## config.mk

```make
export PLATFORM = sky130hd
export DESIGN_NAME = ir_queue
export DESIGN_NICKNAME = d
export VERILOG_FILES = /design/src/rtl/ir_queue.sv
export SDC_FILE = /design/constraint.sdc
export NUM_CORES = 1
export LEC_CHECK = 0
export CAP_MARGIN = 25
export CORE_ASPECT_RATIO = 1.25
export CORE_MARGIN = 8
export CORE_UTILIZATION = 40
export CTS_CLUSTER_DIAMETER = 120
export DETAILED_ROUTE_END_ITERATION = 6
export GPL_ROUTABILITY_DRIVEN = 0
export PLACE_DENSITY = 0.6
export SYNTH_ARGS = -nofsm -noshare
export SYNTH_HDL_FRONTEND = slang
export SYNTH_SLANG_ARGS = --single-unit
```

## constraint.sdc

```tcl
create_clock -name clk -period 2.4 [get_ports clk]
set_input_delay 0.72 -clock clk [delete_from_list [all_inputs] [get_ports clk]]
set_output_delay 0.72 -clock clk [all_outputs]
set_load 0.02 [all_outputs]
```

## src/rtl/ir_queue.sv

```systemverilog
// Instruction register with a DEPTH-entry prefetch FIFO for the 8-bit CPU datapath.
// State updates on the falling clock edge; outputs decode registered state only.
module ir_queue #(
  parameter int WIDTH = 8,
  parameter int DEPTH = 4,
  parameter int CW    = $clog2(DEPTH + 1)
) (
  input  logic             clk,
  input  logic             rst,
  input  logic [WIDTH-1:0] din,
  input  logic             irload,
  input  logic             irnext,
  input  logic             flush,
  output logic [WIDTH-1:0] dout,
  output logic             valid,
  output logic             full,
  output logic             empty,
  output logic [CW-1:0]    count,
  output logic             overflow
);

  localparam int PW = (DEPTH > 1) ? $clog2(DEPTH) : 1;

  logic [WIDTH-1:0] mem_q [DEPTH];

  logic [PW-1:0] rd_ptr_q, rd_ptr_d;
  logic [PW-1:0] wr_ptr_q, wr_ptr_d;
  logic [CW-1:0] count_q,  count_d;
  logic          ovf_q,    ovf_d;

  logic             wr_en;
  logic [PW-1:0]    wr_addr;
  logic [WIDTH-1:0] wr_data;
  logic             is_full;
  logic             is_empty;
  logic             push_ok;
  logic             pop_ok;

  // Explicit wrap keeps DEPTH=1 (pointer stuck at 0) and non-power-of-two widths safe.
  function automatic logic [PW-1:0] ptr_inc(input logic [PW-1:0] p);
    return (p == PW'(DEPTH - 1)) ? '0 : p + PW'(1);
  endfunction

  assign is_full  = (count_q == CW'(DEPTH));
  assign is_empty = (count_q == '0);

  always_comb begin
    // NOTE: every signal gets a default first so no path leaves it unassigned (no latch).
    rd_ptr_d = rd_ptr_q;
    wr_ptr_d = wr_ptr_q;
    count_d  = count_q;
    ovf_d    = ovf_q;
    wr_en    = 1'b0;
    wr_addr  = wr_ptr_q;
    wr_data  = din;
    push_ok  = 1'b0;
    pop_ok   = 1'b0;

    if (flush) begin
      rd_ptr_d = '0;
      wr_ptr_d = '0;
      count_d  = '0;
      ovf_d    = 1'b0;
      if (irload) begin
        wr_en    = 1'b1;
        wr_addr  = '0;
        wr_ptr_d = ptr_inc('0);
        count_d  = CW'(1);
      end
    end else begin
      // A full queue still accepts a push when the head leaves on the same edge.
      push_ok = irload && (!is_full || irnext);
      pop_ok  = irnext && !is_empty;

      if (irload && !push_ok) begin
        ovf_d = 1'b1;
      end

      if (push_ok) begin
        wr_en    = 1'b1;
        wr_ptr_d = ptr_inc(wr_ptr_q);
      end

      if (pop_ok) begin
        rd_ptr_d = ptr_inc(rd_ptr_q);
      end

      unique case ({push_ok, pop_ok})
        2'b10:   count_d = count_q + CW'(1);
        2'b01:   count_d = count_q - CW'(1);
        default: count_d = count_q;
      endcase
    end
  end

  // NOTE: sequential state uses non-blocking assignments so all flops update together.
  always_ff @(negedge clk or negedge rst) begin
    if (!rst) begin
      rd_ptr_q <= '0;
      wr_ptr_q <= '0;
      count_q  <= '0;
      ovf_q    <= 1'b0;
    end else begin
      rd_ptr_q <= rd_ptr_d;
      wr_ptr_q <= wr_ptr_d;
      count_q  <= count_d;
      ovf_q    <= ovf_d;
    end
  end

  // NOTE: the storage array has no reset; stale words are masked by count on the output.
  always_ff @(negedge clk) begin
    if (wr_en) begin
      mem_q[wr_addr] <= wr_data;
    end
  end

  assign dout     = is_empty ? '0 : mem_q[rd_ptr_q];
  assign valid    = !is_empty;
  assign empty    = is_empty;
  assign full     = is_full;
  assign count    = count_q;
  assign overflow = ovf_q;

endmodule

```

## After elaboration in Yosys (flattened, before gate mapping)

Memory sizes are Yosys's and may differ from the RTL's.
Index checks and enable logic that the tools add are counted.

| storage, ports and cells | value |
|---|---|
| register bits | 8 |
| latch bits | 0 |
| memory bits (writable) | 32 |
| memory bits (read-only) | 0 |
| memories kept | 1 |

| operators by class | value |
|---|---|
| add/subtract/negate cells | 4 |
| $mul | 0 |
| divide/modulo/power cells | 0 |
| $lt $le $gt $ge | 0 |
| equal/unequal tests | 5 |
| shift operators | 0 |
| multiplexer cells | 20 |
| bitwise operators | 0 |
| reduce and logical (&&, ||, !) cells | 12 |

Memories:

| name | words | bits a word | rd ports | clocked after Yosys merged registers in | write ports | RTL line | RTL |
|---|---|---|---|---|---|---|---|
| mem_q | 4 | 8 | 1 | 0 | 1 | 24 | `logic [WIDTH-1:0] mem_q [DEPTH];` |

Operators by type and width:

| operator | count |
|---|---|
| 2-bit two-way mux | 8 |
| 1-bit two-way mux | 9 |
| 8-bit two-way mux | 1 |
| 2-bit equality test (second input constant) | 3 |
| 3-bit case mux with 2 select lines | 1 |
| 2-bit nonzero test | 3 |
| 2-bit by 1-bit adder with 2-bit output (second input constant) | 2 |
| 3-bit by 1-bit adder with 3-bit output (second input constant) | 1 |
| 3-bit equality test (second input constant) | 1 |
| 1-bit logical AND | 3 |
| 1-bit logical NOT | 3 |
| 3-bit logical NOT | 1 |
| 3-bit two-way mux | 1 |
| 3-bit nonzero test | 1 |
| 3-bit by 1-bit subtractor with 3-bit output (second input constant) | 1 |
| 2-bit by 1-bit equality test with 1-bit output (second input constant) | 1 |
| 1-bit logical OR | 1 |

## Logic depth before layout (Yosys ltp)

| depth | value |
|---|---|
| depth after elaboration | 8 |
| depth in mapped cells | 7 |
| gate-level depth less buffers | 6 |

==> flow_metrics.env <==
export IMPL_io_buffers=27
export IMPL_cts_sinks=40
export IMPL_drcViolationCount=0
export IMPL_hold_slack_ns=0.518
export IMPL_vias=1420
export IMPL_antenna_found_initial=0
export IMPL_r2r_start="count[1]"
export IMPL_combPwrFrac_pct=32.9
export IMPL_drive_gt1_share_pct=47.8
export IMPL_io_pins=28
export IMPL_wire_per_inst_um=16.4
export IMPL_cts_inserted_buffers=5
export IMPL_clk_pin_slew_ns=0.06
export IMPL_first_global_vias=1615
export IMPL_avgSynthCellArea_um2=15.0
export IMPL_clockRootBuffer="clkbuf_8"
export IMPL_hold_end="overflow"
export IMPL_worstMarginPinSlew_ns=0.541
export IMPL_pwr_share_clk_pct=29.6
export IMPL_yosysSeqAreaShare_pct=64.4
export IMPL_yosys_register_bits=40
export IMPL_p_sw_uw=738
export IMPL_n_fill_cell=310
export IMPL_placed_cells=222
export IMPL_reg2reg_slack_ns=0.11
export IMPL_endpoint_kind="output port"
export IMPL_rsz0062_at_grt="true"
export IMPL_cts_tree="built"
export IMPL_final_area_um2=2990
export IMPL_drtIter0Drc=62
export IMPL_nets=237
export IMPL_drt_pass1_iterations=4
export IMPL_reg2regPathDepth=9
export IMPL_viasPerCell=5.04
export IMPL_leakage_uw=0.00127
export IMPL_min_path_type="reg2reg"
export IMPL_fin_cells=282
export IMPL_vdd_ir_drop_max_mv=0.362
export IMPL_max_slew_margin_pct=63.8
export IMPL_critPathLaunchType="flip-flop"
export IMPL_diodes=0
export IMPL_swShare_pct=33.4
export IMPL_worstSetupPathType="reg2out"
export IMPL_rows=27
export IMPL_required_ns=1.68
export IMPL_clk_latency_ns=0.37
export IMPL_area_growth_syn_to_layout_pct=65.6
export IMPL_die_area_um2=6930
export IMPL_grt_pass1_wl_um=7440
export IMPL_dpl_hpwl_um=2810
export IMPL_cts_buffer_depth=2
export IMPL_p_int_uw=1470
export IMPL_fp_dieH_um=91.1
export IMPL_cp_max_fo=8
export IMPL_final_common_cell="inv_1"
export IMPL_synthCells=120
export IMPL_crit_arrival_ns=2.89
export IMPL_setup_viol=54
export IMPL_final_core_util_pct=68.6
export IMPL_maxSlewViolCount=0
export IMPL_routed_wl_um=4640
export IMPL_final_setup_tns_ns=-27.70
export IMPL_violations="setup timing"
export IMPL_finClkSkew_ns=0.0733
export IMPL_cts_max_level=2
export IMPL_p_per_area_nw_per_um2=740
export IMPL_final_cell_mix="inv_1 (34), edfxtp_1 (32), buf_6 (29)"
export IMPL_grt_overflow_total=0
export IMPL_p_seq_share_pct=37.5
export IMPL_min_delay_start="overflow"
export IMPL_ys_warn_count=0
export IMPL_syn_nets=134
export IMPL_cap_viol_max_count=0
export IMPL_grt_use_total_pct=13.5
export IMPL_die_w_um=76.1
export IMPL_coreArea_um2=4360
export IMPL_place_area_um2=2400
export IMPL_hold_viol=0
export IMPL_initial_utilization_pct=41.4
export IMPL_timing_rr_end="count[2]"
export IMPL_status="finished, violations left"
export IMPL_grt_max_degree=13
export IMPL_final_antenna_net_count=0
export IMPL_synth_area_um2=1800
export IMPL_synth_distinct_cells=37
export IMPL_holdPathStages=2
export IMPL_finalWorstSetupSlack_ns=-1.21
[power groups by stage]
| stage | clock [µW] | sequential, µW | combinational [µW] |
|---|---|---|---|
| floorplan | 82.5 | 837 | 307 |
| global placement | 82.5 | 830 | 552 |
| detailed placement | 82.5 | 832 | 567 |
| CTS | 672 | 826 | 717 |
| global route | 730 | 832 | 776 |
| finish | 655 | 830 | 726 |
[state kept, by name (all words and copies together), names as in the netlist]
name,count
count,3
mem_q,32
overflow,1
rd_ptr_q,2
wr_ptr_q,2
[synthesized netlist by cell type]
master	instances	area [µm²]
edfxtp_1	32	961
nor2_1	10	37.5
nor2b_1	10	62.6
dfrtn_1	8	200
mux4_2	8	180
buf_2	6	30.0
inv_1	4	15.0
a21oi_1	3	15.0
nor3_1	3	15.0
o21a_1	3	22.5
and3b_1	2	17.5
nand2_1	2	7.51
nand2b_1	2	12.5
nand3_1	2	10.0
o21bai_1	2	15.0
xor2_1	2	17.5
a2111oi_2	1	15.0
a211oi_1	1	7.51
a221o_1	1	10.0
a221oi_1	1	8.76
a31oi_1	1	6.26
a32o_1	1	10.0
and2_1	1	6.26
buf_1	1	3.75
clkbuf_1	1	3.75
fa_1	1	20.0
nor3_2	1	10.0
nor4b_1	1	8.76
o211ai_1	1	7.51
o22a_1	1	8.76
o22ai_1	1	6.26
o311ai_1	1	8.76
o31ai_1	1	7.51
or2b_1	1	7.51
or3_1	1	6.26
or3b_1	1	8.76
or4b_4	1	13.8
[cell families (layout without fill, tap and decap cells)]
group | after synthesis | count (layout) | share of synthesized area [%]
flip-flops | 40 | 40 | 64.4
AND/OR/NAND/NOR | 38 | 38 | 12.4
AO/OA/AOI/OAI | 19 | 19 | 8.25
multiplexers | 8 | 8 | 9.99
adder cells (fa/ha/maj) | 1 | 1 | 1.11
XOR/XNOR | 2 | 2 | 0.971
buffers and inverters | 12 | 116 | 2.91
[how the worst max path moves through the flow]
stage          slack [ns]        start          end
6_report            -1.21  rd_ptr_q[0]      dout[5]
5_1_grt             -1.26  rd_ptr_q[0]      dout[5]
4_1_cts             -1.21  rd_ptr_q[0]      dout[4]
3_5_place_dp        -1.52       irnext     count[2]
3_3_place_gp        -1.49       irnext  mem_q[2][7]
2_1_floorplan       -0.94       irnext     count[2]
[worst max-delay path, cell delays in order, from the launching register on]
cell and delay [ns]:
dfrtn_1 0.46, buf_12 0.16, mux4_2 0.49, nor2b_1 0.14, buf_2 0.15
[area by class of cell]
type	instances	area, µm²	area share [%]
clock buffer	5	68.8	2.30
tap	58	72.6	2.43
clock inverter	35	139	4.65
multi-input combinational	68	788	26.4
inverter	3	11.3	0.377
timing repair buffer	73	747	25.0
sequential	40	1160	38.9
[stage by stage]
step                      power, µW  setup WS (ns)
final                          2210          -1.21
after global routing           2340          -1.26
after global placement         1460          -1.49
after CTS                      2210          -1.21
after floorplan                1230         -0.940
after detailed placement       1480          -1.52
[per-layer routing]
metal	track usage, %	vias to the layer above	part of all wire (%)
li1	-	665	-
met1	13.0	717	39
met3	3.85	4	3.3
met2	25.4	34	57
met5	0	-	0
met4	7.07	0	0.82
[repair_timing]
item                                    CTS  global route
endpoints found under the setup margin   55            55
pin swaps                                17             7
buffers inserted                         20            10
resized for setup                       138            12
cloned                                    1             0
endpoints found under the hold margin     0             0
hold buffers                              0             0
No activity file was read; power rests on OpenSTA's default activity.
